<file path="src/rtl/fg_prog_sequencer.sv">
// Floating-gate programming sequencer: break-before-make run/prog switching, decoder select, timed injection pulses.
// Optional FGPROG_VERIFY_EN adds a MEAS state with a comparator strobe and early termination on meas_ge.
module fg_prog_sequencer #(
  parameter int ROW_BITS   = 5,
  parameter int COL_BITS   = 6,
  parameter int CNT_W      = 8,
  parameter int PW_W       = 12,
  parameter int SETTLE_CYC = 4
) (
  input  logic                clk,
  input  logic                rst_n,
  input  logic                cmd_valid,
  output logic                cmd_ready,
  input  logic [ROW_BITS-1:0] cmd_row,
  input  logic [COL_BITS-1:0] cmd_col,
  input  logic [CNT_W-1:0]    cmd_pulses,
  input  logic [PW_W-1:0]     cmd_width,
  input  logic                abort,
  output logic [ROW_BITS-1:0] dec_row,
  output logic [COL_BITS-1:0] dec_col,
  output logic                dec_en,
  output logic                prog,
  output logic                run,
  output logic                vinj_pulse,
  output logic                busy,
  output logic                done,
  output logic                aborted,
  output logic [CNT_W-1:0]    pulse_cnt
`ifdef FGPROG_VERIFY_EN
  ,
  input  logic                meas_ge,
  output logic                meas_strobe
`endif
);

  localparam int SW    = $clog2(SETTLE_CYC + 1);
  localparam int TMR_W = (PW_W > SW) ? PW_W : SW;
  localparam logic [TMR_W-1:0] SETTLE_LAST = TMR_W'(SETTLE_CYC - 1);

  typedef enum logic [2:0] {
    IDLE, ISOLATE, SELECT, PULSE, GAP, MEAS, RELEASE, DONE
  } state_t;

  state_t             state, state_nxt;
  logic [TMR_W-1:0]   timer, tmr_val;
  logic               tmr_load, tmr_last;
  logic               accept, pulse_inc, abort_take, more_pulses;
  logic [ROW_BITS-1:0] row_q;
  logic [COL_BITS-1:0] col_q;
  logic [CNT_W-1:0]   pulses_q;
  logic [PW_W-1:0]    width_q;
  logic               abort_q;

  assign tmr_last    = (timer == '0);
  assign accept      = cmd_valid && (state == IDLE);
  assign more_pulses = (pulse_cnt < pulses_q);

  // NOTE: every signal written here gets a default first, so no path can leave a latch behind.
  always_comb begin
    state_nxt  = state;
    tmr_load   = 1'b0;
    tmr_val    = SETTLE_LAST;
    pulse_inc  = 1'b0;
    abort_take = 1'b0;
    unique case (state)
      IDLE: if (accept) begin
        state_nxt = ISOLATE;
        tmr_load  = 1'b1;
      end
      ISOLATE, SELECT, PULSE, GAP, MEAS: begin
        if (abort) begin
          abort_take = 1'b1;
          state_nxt  = RELEASE;
          tmr_load   = 1'b1;
        end else if (tmr_last) begin
          tmr_load = 1'b1;
          unique case (state)
            ISOLATE: state_nxt = SELECT;
            SELECT:  state_nxt = (pulses_q == '0) ? RELEASE : PULSE;
            PULSE: begin
              state_nxt = GAP;
              pulse_inc = 1'b1;
            end
`ifdef FGPROG_VERIFY_EN
            GAP:     state_nxt = MEAS;
            default: state_nxt = (!meas_ge && more_pulses) ? PULSE : RELEASE;
`else
            default: state_nxt = more_pulses ? PULSE : RELEASE;
`endif
          endcase
          if (state_nxt == PULSE) tmr_val = TMR_W'(width_q - PW_W'(1));
        end
      end
      RELEASE: if (tmr_last) state_nxt = DONE;
      default: state_nxt = IDLE;
    endcase
  end

  // NOTE: sequential state uses non-blocking assignments only, so every register sees pre-edge values.
  always_ff @(posedge clk or negedge rst_n) begin
    if (!rst_n) begin
      state     <= IDLE;
      timer     <= '0;
      row_q     <= '0;
      col_q     <= '0;
      pulses_q  <= '0;
      width_q   <= '0;
      pulse_cnt <= '0;
      abort_q   <= 1'b0;
    end else begin
      state <= state_nxt;
      if (tmr_load)       timer <= tmr_val;
      else if (!tmr_last) timer <= timer - TMR_W'(1);
      if (accept) begin
        row_q     <= cmd_row;
        col_q     <= cmd_col;
        pulses_q  <= cmd_pulses;
        width_q   <= (cmd_width == '0) ? PW_W'(1) : cmd_width;
        pulse_cnt <= '0;
        abort_q   <= 1'b0;
      end
      if (pulse_inc && (pulse_cnt != '1)) pulse_cnt <= pulse_cnt + CNT_W'(1);
      if (abort_take) abort_q <= 1'b1;
    end
  end

  // Outputs decode straight from state so an asynchronous reset takes effect in the same cycle.
  assign cmd_ready  = (state == IDLE);
  assign busy       = ~cmd_ready;
  assign run        = (state == IDLE) || (state == DONE);
  assign prog       = (state == SELECT) || (state == PULSE) || (state == GAP) || (state == MEAS);
  assign dec_en     = prog;
  assign vinj_pulse = (state == PULSE);
  assign done       = (state == DONE);
  assign aborted    = done && abort_q;
  assign dec_row    = row_q;
  assign dec_col    = col_q;
`ifdef FGPROG_VERIFY_EN
  assign meas_strobe = (state == MEAS) && tmr_last;
`endif

endmodule
</file>
<file path="config.mk">
export PLATFORM = sky130hd
export DESIGN_NAME = fg_prog_sequencer
export DESIGN_NICKNAME = d
export VERILOG_FILES = /design/src/rtl/fg_prog_sequencer.sv
export SDC_FILE = /design/constraint.sdc
export NUM_CORES = 1
export LEC_CHECK = 0
export CORE_ASPECT_RATIO = 1.75
export CORE_MARGIN = 5
export CORE_UTILIZATION = 48
export CTS_BUF_LIST = sky130_fd_sc_hd__clkbuf_4 sky130_fd_sc_hd__clkbuf_8
export CTS_CLUSTER_DIAMETER = 120
export CTS_CLUSTER_SIZE = 12
export DETAILED_ROUTE_END_ITERATION = 10
export PLACE_DENSITY = 0.78
export SYNTH_ARGS = -nofsm -noshare
export SYNTH_HDL_FRONTEND = slang
export SYNTH_SLANG_ARGS = --single-unit
</file>
<file path="constraint.sdc">
create_clock -name clk -period 2.1 [get_ports clk]
set_input_delay 0.21 -clock clk [delete_from_list [all_inputs] [get_ports clk]]
set_output_delay 0.21 -clock clk [all_outputs]
set_load 0.01 [all_outputs]
</file>
==> metrics.md <==
| Metric | Value |
|---|---|
| Fraction of the mapped netlist area in compound gates | 0.127 |
| GR Overflow Total | 0 |
| Post-synthesis register bit count | 55 |
| Total power after layout | between 0.005 and 0.006 W |
| Area taken by flip-flops and latches | between 0.001 and 0.0015 mm^2 |
| Top flip-flop cell by instance count after synthesis | dfrtp_1 |
| Number of cell rows | 38 |
| Path class of the lowest-slack min-delay path | primary input to asynchronous set/reset pin |
| Min setup slack post-route | approximately 0.083 ns |
| Instance count of the mapped netlist | 366 |
| Width of the die | around 70 um |
| Synth Area in XOR/XNOR | 0.0567 |
| Mean post-synth cell area | roughly 8.4 um^2 |
| Io pins | between 60 and 70 |
| Status | finished, final reports clean |
| Clock transition at the register clock pins on the worst setup and hold paths after CTS | roughly 0.10 ns |
| Peak supply drop | slightly below 0.8 mV |
| Crit path required time | 1.89 ns |
| Leakage power total | between 1.5 and 2 nW |
| Combinational family with the most area after synthesis | simple AND/OR/NAND/NOR gates |
| Root buf cell | clkbuf_8 |
| Slew Limit Fails | 0 |
| Synth warnings | 0 |
| Fmax achieved | ~500 MHz |
| Main area contributors after synthesis | dfrtp_1, nand2_1, o21ai_0 |
| Slack of the worst reg-to-reg path | around 0.10 ns |
| Maximum number of pins on one net before global-route repair | 56 |
| Min Tclk post-route | approximately 2 ns |
| Number of nets still failing antenna checks after routing | 0 |
| Buffer levels on the longest clock path | 2 |
| Max-slew headroom | 0.545 |
| Category of the most critical setup path | register to output port |
| Total clock buffers created by CTS | 5 |
| Number of hold buffers added after cts | 0 |
| Worst-path maximum fanout | 10 |
| Dpl ws | 0.0235 ns |
| Startpoint class of the critical path | register |
| Type of destination of the critical path | output port |
| Later-pin clock latency in the skew report | 0.32 ns |
| CTS sink count | 55 |
| Initial standard-cell utilization of the core | 0.496 |
| Fill cells | ~530 |
| Logic depth of the worst register-to-register path | 8 |
| Std-Cell Core Area | 0.00623 mm^2 |
| Synth Area in Simple Gates | 0.277 |
| Adder-cell share of the synthesized area | 0.0446 |
| Via count of the first global-routing pass | around 2.8k |
| Max-cap violations | 0 |
| Drt pass-1 iters | 4 |
| Power Density | between 1000 and 1500 mW/mm^2 |
| Cell taking the most area after synthesis | dfrtp_1 |
| Detailed-route wire length | between 7000 and 8000 um |
| Routability congestion estimate from global placement | around 0.81 |
| Via-per-instance ratio | 5.24 |
| Die Area | just over 0.008 mm^2 |
| Final hold violations | 0 |
| Via Count | ~2.8k |
| Setup-violating endpoint count in the final report | 0 |
| Most frequent standard cell in the layout excluding fill and tap cells | nand2_1 |
| Global-route wire length before repair | ~13000 um |
| Portion of the post-synthesis area used by sequential elements | 0.446 |
| Drt initial violations | roughly 170 |
| Input/output buffers | just over 60 |
| Share of cells above drive strength 1 | 0.120 |
| Die Height | 116 um |
| Syn Std Cell Area | between 0.003 and 0.004 mm^2 |
| DRC | 0 |
| TritonCTS clock tree | yes |
| Number of antenna violations at the first check in global routing | 0 |
| Count of antenna diodes in the layout | 0 |
| Worst clock skew on the final layout | 0.0143 ns |
| Synth-to-Final Area Change | 32.9% |
| Average wire per standard cell | between 10 and 15 um |
| Area fraction of the dominant cell type after synthesis | 0.446 |
| # nets final | between 400 and 500 |
| Async set-reset flop share out of synthesis | 1.00 |
| Synthesized netlist net count | 412 |
| Commonest cells after routing, fill and taps aside | nand2_1, clkdlybuf4s50_1, dfrtp_1, buf_4, o21ai_0 |
| Mux cell area share after synthesis | 0.00730 |
| Detailed Place HPWL | between 5000 and 6000 um |
| Total routing usage reported by global routing | 0.200 |
| Number of levels the H-tree was split into | 2 |
| Tightest Pin Transition | 0.683 ns |
| EDFF count, synth | 0 |
| Area used by multi-input combinational logic | roughly 0.0016 mm^2 |
| Arrival time at the worst endpoint | approximately 1.8 ns |
| Count of unique library cells instantiated by Yosys | 47 |
| Share of the clock period used by the worst path | 0.960 |
## per-layer routing
| layer | up-vias | track usage | wire length [um] |
|---|---|---|---|
| met5 | - | 0 | 0 |
| met4 | 0 | 0.0991 | 260 |
| met3 | 15 | 0.0469 | 318 |
| met2 | 63 | 0.378 | 4240 |
| met1 | 1297 | 0.203 | 2830 |
| li1 | 1400 | - | - |
## cell usage after synthesis (3+ instances only)
master    number
nor2_1        21
nand2_1      103
inv_1         16
buf_2          6
clkbuf_1       8
dfrtp_1       55
nand4_1        3
o211ai_1       3
xnor2_1       14
o31ai_1        3
nor4_1         4
nand2b_1       7
o21ai_0       28
xor2_1         6
a21oi_1       15
and3_1         3
and2_1         3
ha_1          11
nand3b_1       3
nand3_1        6
nor3_1        11
or4_1          3
## kinds of logic (layout without fill, tap and decap cells)
| logic type | after synthesis | count (layout) |
|---|---|---|
| DFF | 55 | 55 |
| muxes | 2 | 2 |
| AOI/OAI and AO/OA | 65 | 65 |
| buffers and inverters | 31 | 115 |
| xor gates and xnor gates | 20 | 20 |
| adders and majority gates | 11 | 11 |
| and+or+nand+nor | 182 | 182 |
## cell type report
type,count,share of cell area
Clock buffer,6,0.0186
Multi-Input combinational cell,280,0.389
Inverter,16,0.0146
Timing Repair Buffer,91,0.203
Sequential cell,55,0.336
Tap cell,80,0.0244
Clock inverter,2,0.0146
## registers in the layout, indices dropped and copies added, names as in the netlist
register / count
timer: 12
width_q: 12
pulse_cnt: 8
pulses_q: 8
dec_col: 6
dec_row: 5
state: 3
abort_q: 1
## through the flow
stage               setup TNS (ns)   util  cells  instance area (um^2)  hold WS [ns]
floorplan                        0      -    366                  3090       -0.0856
global placement                 0  0.631    519                  3930         0.372
detailed placement               0  0.631    519                  3930         0.384
CTS                              0  0.653    527                  4070        0.0331
global route               -0.0491  0.659    530                  4100        0.0589
finish                           0  0.659    530                  4100       0.00493
## critical path, stage by stage, from the launching register on
cell and delay [ns]:
dfrtp_2 0.50, or2_2 0.35, inv_1 0.09, clkdlybuf4s50_1 0.54
## what timing repair did
action,CTS,global route
endpoints found under the setup margin,2,18
resized for setup,2,4
hold endpoints to repair,0,0
pin swaps,0,1
setup buffers,0,3
## where the power goes
group | switching (W) | internal [W] | total [W]
sequential | 0.000380 | 0.00148 | 0.00186
combinational | 0.00126 | 0.00126 | 0.00252
clock | 0.000348 | 0.000489 | 0.000837
## worst paths after layout
kind	endpoint	startpoint
setup / recovery	vinj_pulse	state[2]
hold / removal	pulses_q[6]	rst_n
setup reg to reg	pulse_cnt[2]	timer[0]
hold reg to reg	dec_col[0]	dec_col[0]
max in group asynchronous	state[0]	rst_n
min in group clk	dec_col[3]	cmd_col[3]
No activity file was read; power rests on OpenSTA's default activity.
==> variant 1, RTL diff (same flow settings) <==
Add a define of `FGPROG_VERIFY_EN`.
--- a/src/rtl/fg_prog_sequencer.sv
+++ b/src/rtl/fg_prog_sequencer.sv
@@ -2,2 +2,4 @@
 // Optional FGPROG_VERIFY_EN adds a MEAS state with a comparator strobe and early termination on meas_ge.
+`define FGPROG_VERIFY_EN
+
 module fg_prog_sequencer #(
Interface: changed (added meas_ge and meas_strobe); port bits go from 62 to 64. The function was not compared with the original's and may differ.
==> variant 1 against the original RTL <==
  * Count of clock-buffer cells in the layout fell by 1
  * Global-route usage fell by 0.054 points
  * Power rose by 0.32%
  * First-iteration DRC count fell by 27%
  * Sequential share of layout area fell by 0.85 points
  * Cell area rose by 2.4%
  * Combinational power rose by 8%
  * Area after synthesis rose by 2.1%
  * Worst setup slack got worse by 0.041 ns
  * Sequential cell count did not move
  * Wire length rose by 6.2%
  * Critical path type is now reg -> reg
  * Critical endpoint is now pulse_cnt[2]$_DFFE_PN0P_
  * Largest cell class unchanged
==> variant 1: results (changes against the original RTL) <==
Parameter                              Value

CTS
  Clock latency on the worst-skew pair    0.33 ns
  Hold-fix buffers, CTS    1 (was 0)
  Quantity of gates resized following cts    4 (was 2)
  Number of post-CTS setup repair buffers    2 (was 0)

STA
  Layout Skew    0.0132 ns (was 0.0143 ns)
  Final critical-path setup slack    0.0417 ns (was 0.0830 ns)
  Worst-case headroom to the max-slew limit    61.6% (was 54.5%)

Worst setup path
  Crit Reg-Reg Startpoint    timer[1]$_DFFE_PN0P_ (was timer[0]$_DFFE_PN0P_)
  Internal reg-to-reg setup slack    0.04 ns (was 0.10 ns)
  Worst-path cell with the longest stage delay    sky130_fd_sc_hd__dfrtp_1 (was sky130_fd_sc_hd__clkdlybuf4s50_1)
  Critical Path Fanout Max    8 (was 10)
  Critical path class    reg -> reg (was reg -> out)
  Cell family contributing the most delay on the critical path    multiplexers (was buffers and inverters)
  Worst reg-to-reg path cell count    9 (was 8)

GRT
  GRT Util Overall    19.9% (was 20.0%)
  Largest net degree at the start of global routing    41 (was 56)
  Vias in the first global route    2925 (was 2836)
  First-pass GRT wire length    13.1 mm (was 12.9 mm)

Cells and area
  Fillers    533 (was 528)
  Final Net Count    503 (was 495)
  Fraction of final layout cells sized beyond drive strength 1    12.5% (was 12.0%)

Logic synthesis
  Number of nets in the synthesized netlist    415 (was 412)
  Mux share of post-synthesis cell area    2.02% (was 0.730%)
  List of most frequent post-synthesis cells    sky130_fd_sc_hd__nand2_1, sky130_fd_sc_hd__dfrtp_1, sky130_fd_sc_hd__a21oi_1, sky130_fd_sc_hd__inv_1 (was sky130_fd_sc_hd__nand2_1, sky130_fd_sc_hd__dfrtp_1, sky130_fd_sc_hd__o21ai_0)
  Complex-gate fraction of the synthesized area    14.1% (was 12.7%)
  Adder and majority cell fraction of the synthesized area    4.37% (was 4.46%)
  Number of synthesis warnings    0 (unchanged)
  Post-synth cell types    58 (was 47)
  Dominant cells by area after synthesis    sky130_fd_sc_hd__dfrtp_1, sky130_fd_sc_hd__nand2_1, sky130_fd_sc_hd__ha_1 (was sky130_fd_sc_hd__dfrtp_1, sky130_fd_sc_hd__nand2_1, sky130_fd_sc_hd__o21ai_0)

Power
  Net switching power    2.16 mW (was 1.99 mW)
  IR Drop Worst-Case VDD    0.848 mV (was 0.777 mV)
  Combinational power    2.71 mW (was 2.52 mW)

Route
  Wire length after detailed routing    8.12 mm (was 7.65 mm)
  1st-iter DRT viols    123 (was 169)

Placement
  Routability Congestion    0.881 (was 0.808)
  Placement Setup Slack    0.0147 ns (was 0.0235 ns)
  Total half-perimeter wirelength after legalization and detailed placement    6.25 mm (was 5.79 mm)
  IO Port Bufs    63 (was 61)

Outcome
  Status    finished, final reports clean (unchanged)
-- variant 1: cell type report --
cell class | count | area (µm²) | share of cell area (%)
Inverter | 17 | 63.8 | 1.52
Tap cell | 82 | 103 | 2.44
Clock buffer | 5 | 68.8 | 1.64
Sequential cell | 55 | 1380 | 32.8
Timing Repair Buffer | 95 | 897 | 21.4
Clock inverter | 3 | 23.8 | 0.566
Multi-Input combinational cell | 282 | 1670 | 39.7
-- variant 1: metrics by stage --
stage | setup TNS, ns | cells | cell area [µm²] | hold WS (ns)
CTS | 0 | 536 | 4160 | 0.392
global route | -0.0569 | 539 | 4200 | 0.394
global placement | 0 | 525 | 4040 | 0.234
finish | 0 | 539 | 4200 | 0.392
detailed placement | 0 | 525 | 4040 | 0.233
floorplan | 0 | 368 | 3160 | -0.0856
-- variant 1: routing by layer --
layer	up-vias	track usage [%]	part of all wire, %
met5	-	0	0
met1	1376	20.2	37
met2	66	38.9	56
met3	17	2.99	3.3
met4	0	9.66	3.1
li1	1449	-	-
==> variant 2, RTL diff (same settings) <==
Without the edit above. Register the output `pulse_cnt` once more, cleared by the reset; this adds one clock of latency there. The other outputs are not delayed to match.
--- a/src/rtl/fg_prog_sequencer.sv
+++ b/src/rtl/fg_prog_sequencer.sv
@@ -43,2 +43,4 @@
 
+  logic [CNT_W-1:0] pulse_cnt_s0;
+
   state_t             state, state_nxt;
@@ -55,3 +57,3 @@
   assign accept      = cmd_valid && (state == IDLE);
-  assign more_pulses = (pulse_cnt < pulses_q);
+  assign more_pulses = (pulse_cnt_s0 < pulses_q);
 
@@ -107,3 +109,3 @@
       width_q   <= '0;
-      pulse_cnt <= '0;
+      pulse_cnt_s0 <= '0;
       abort_q   <= 1'b0;
@@ -118,6 +120,6 @@
         width_q   <= (cmd_width == '0) ? PW_W'(1) : cmd_width;
-        pulse_cnt <= '0;
+        pulse_cnt_s0 <= '0;
         abort_q   <= 1'b0;
       end
-      if (pulse_inc && (pulse_cnt != '1)) pulse_cnt <= pulse_cnt + CNT_W'(1);
+      if (pulse_inc && (pulse_cnt_s0 != '1)) pulse_cnt_s0 <= pulse_cnt_s0 + CNT_W'(1);
       if (abort_take) abort_q <= 1'b1;
@@ -141,2 +143,10 @@
 
+  always_ff @(posedge clk or negedge rst_n) begin
+    if (!rst_n) begin
+      pulse_cnt <= '0;
+    end else begin
+      pulse_cnt <= pulse_cnt_s0;
+    end
+  end
+
 endmodule
Function: no difference found for any inputs over 10 cycles, from zero or initial values and one cycle with rst_n low; that may be too few to reach the edited logic, so the function may still have changed.
==> variant 2 against the original RTL <==
  * Clock power up 25%
  * Worst setup slack got worse by 0.021 ns
  * First-iteration DRC count is 12% lower
  * Clock skew decreased by 0.0080 ns
  * Area after synthesis grew 7.3%
  * Power increased by 9.9%
  * Combinational power grew 3%
  * Wire length increased by 9.5%
  * Sequential cell count is 8 higher
  * Cell area is 10% higher
  * Count of clock-buffer cells in the layout rose by 5
  * Largest cell class unchanged
  * Largest power group unchanged
==> variant 2: results (changes against the original RTL) <==
Parameter                              Value

Outcome
  Status    finished, final reports clean (unchanged)

STA
  Tightest hold margin    0.380 ns (was 0.00493 ns)
  Maximum frequency from static timing analysis    491 MHz (was 496 MHz)
  Layout Skew    0.00631 ns (was 0.0143 ns)
  Slew at the pin closest to its max-slew limit    0.453 ns (was 0.683 ns)

Route
  Total routed wire length on the met1 layer    3.16 mm (was 2.83 mm)
  1st-iter DRT viols    149 (was 169)
  Wire length after detailed routing    8.37 mm (was 7.65 mm)
  Met3 layer wire length in the routed design    339 µm (was 318 µm)

Worst setup path
  Critical Path Fanout Max    11 (was 10)
  Crit Reg-Reg Startpoint    pulses_q[6]$_DFFE_PN0P_ (was timer[0]$_DFFE_PN0P_)
  Arrival time of data at the critical path endpoint    1.83 ns (was 1.81 ns)
  Worst setup path startpoint    state[1]$_DFFE_PN0P_ (was state[2]$_DFFE_PN0P_)
  Critical path endpoint    busy (was vinj_pulse)

Placement
  Total half-perimeter wirelength after legalization and detailed placement    6.16 mm (was 5.79 mm)
  Placement-stage cell area    4200 µm² (was 3930 µm²)
  Post-placement cell count    530 (was 519)
  Placement Setup Slack    -0.146 ns (was 0.0235 ns)

GRT
  Largest net degree at the start of global routing    64 (was 56)
  Global-route track usage on met2    36.6% (was 37.8%)
  First-pass GRT wire length    14.5 mm (was 12.9 mm)
  Met1 Track Usage GR    23.2% (was 20.3%)
  Met3 demand-to-capacity share in global routing    5.45% (was 4.69%)
  GRT Util Overall    21.4% (was 20.0%)

CTS
  H-tree Lvls    3 (was 2)
  Clock latency on the worst-skew pair    0.35 ns (was 0.32 ns)
  Clock slew at the register clock pins of the worst setup and hold paths    0.07 ns (was 0.10 ns)
  Number of buffers added by the clock tree synthesis step    9 (was 5)

Min path
  Kind of path behind the tightest hold check    in -> reg (was in -> async)

Cells and area
  Fraction of final layout cells sized beyond drive strength 1    15.8% (was 12.0%)

Power
  IR Drop Worst-Case VDD    0.849 mV (was 0.777 mV)
  Total leakage power    2.10 nW (was 1.89 nW)

Logic synthesis
  Post-synth cell types    51 (was 47)
  Fraction of the yosys area taken by sequential cells    47.6% (was 44.6%)
  Number of nets in the synthesized netlist    418 (was 412)
  Dominant cells by area after synthesis    sky130_fd_sc_hd__dfrtp_1, sky130_fd_sc_hd__nand2_1, sky130_fd_sc_hd__ha_1 (was sky130_fd_sc_hd__dfrtp_1, sky130_fd_sc_hd__nand2_1, sky130_fd_sc_hd__o21ai_0)
-- variant 2: changes by cell type after synthesis, sizes merged, moves of 4 or more --
cell,change
o21a,+5
nand3,+4
nor4,+5
nor2,-9
nand2,-7
dfrtp,+8
-- variant 2: repair_timing --
action,in CTS,in global routing
resized for setup,11,9
endpoints found under the hold margin,63,0
setup endpoints to repair,21,22
buffers inserted,1,6
hold buffers,1,0
pin swaps,1,6
-- variant 2: critical path: stages, from the launching register on --
cell and delay (ns):
sky130_fd_sc_hd__dfrtp_2 0.49, sky130_fd_sc_hd__buf_4 0.18, sky130_fd_sc_hd__nor3_4 0.21, sky130_fd_sc_hd__inv_1 0.09, sky130_fd_sc_hd__clkdlybuf4s50_1 0.50
-- variant 2: final cells by class --
type	instances	area, µm²
clock buffer	11	151
fill	570	2280
clock inverter	4	45.0
multi-input combinational	275	1650
inverter	18	67.6
sequential	63	1580
timing repair buffer	98	923
tap	84	105
-- variant 2: logic make-up (layout without fill, tap and decap cells) --
| group | after synthesis | in the layout | share of synthesized area [%] |
|---|---|---|---|
| flops | 63 | 63 | 47.6 |
| buf+inv | 34 | 131 | 4.49 |
| simple gates | 173 | 173 | 25.1 |
| xor+xnor | 22 | 22 | 5.82 |
| fa+ha+maj | 11 | 11 | 4.15 |
| compound gates | 69 | 69 | 12.8 |
-- variant 2: power breakdown --
part / switching (mW) / total, mW / leakage [nW] / internal, mW
clock: 0.455 / 1.05 / 0.105 / 0.599
combinational: 1.30 / 2.60 / 1.19 / 1.30
sequential: 0.429 / 2.07 / 0.805 / 1.64
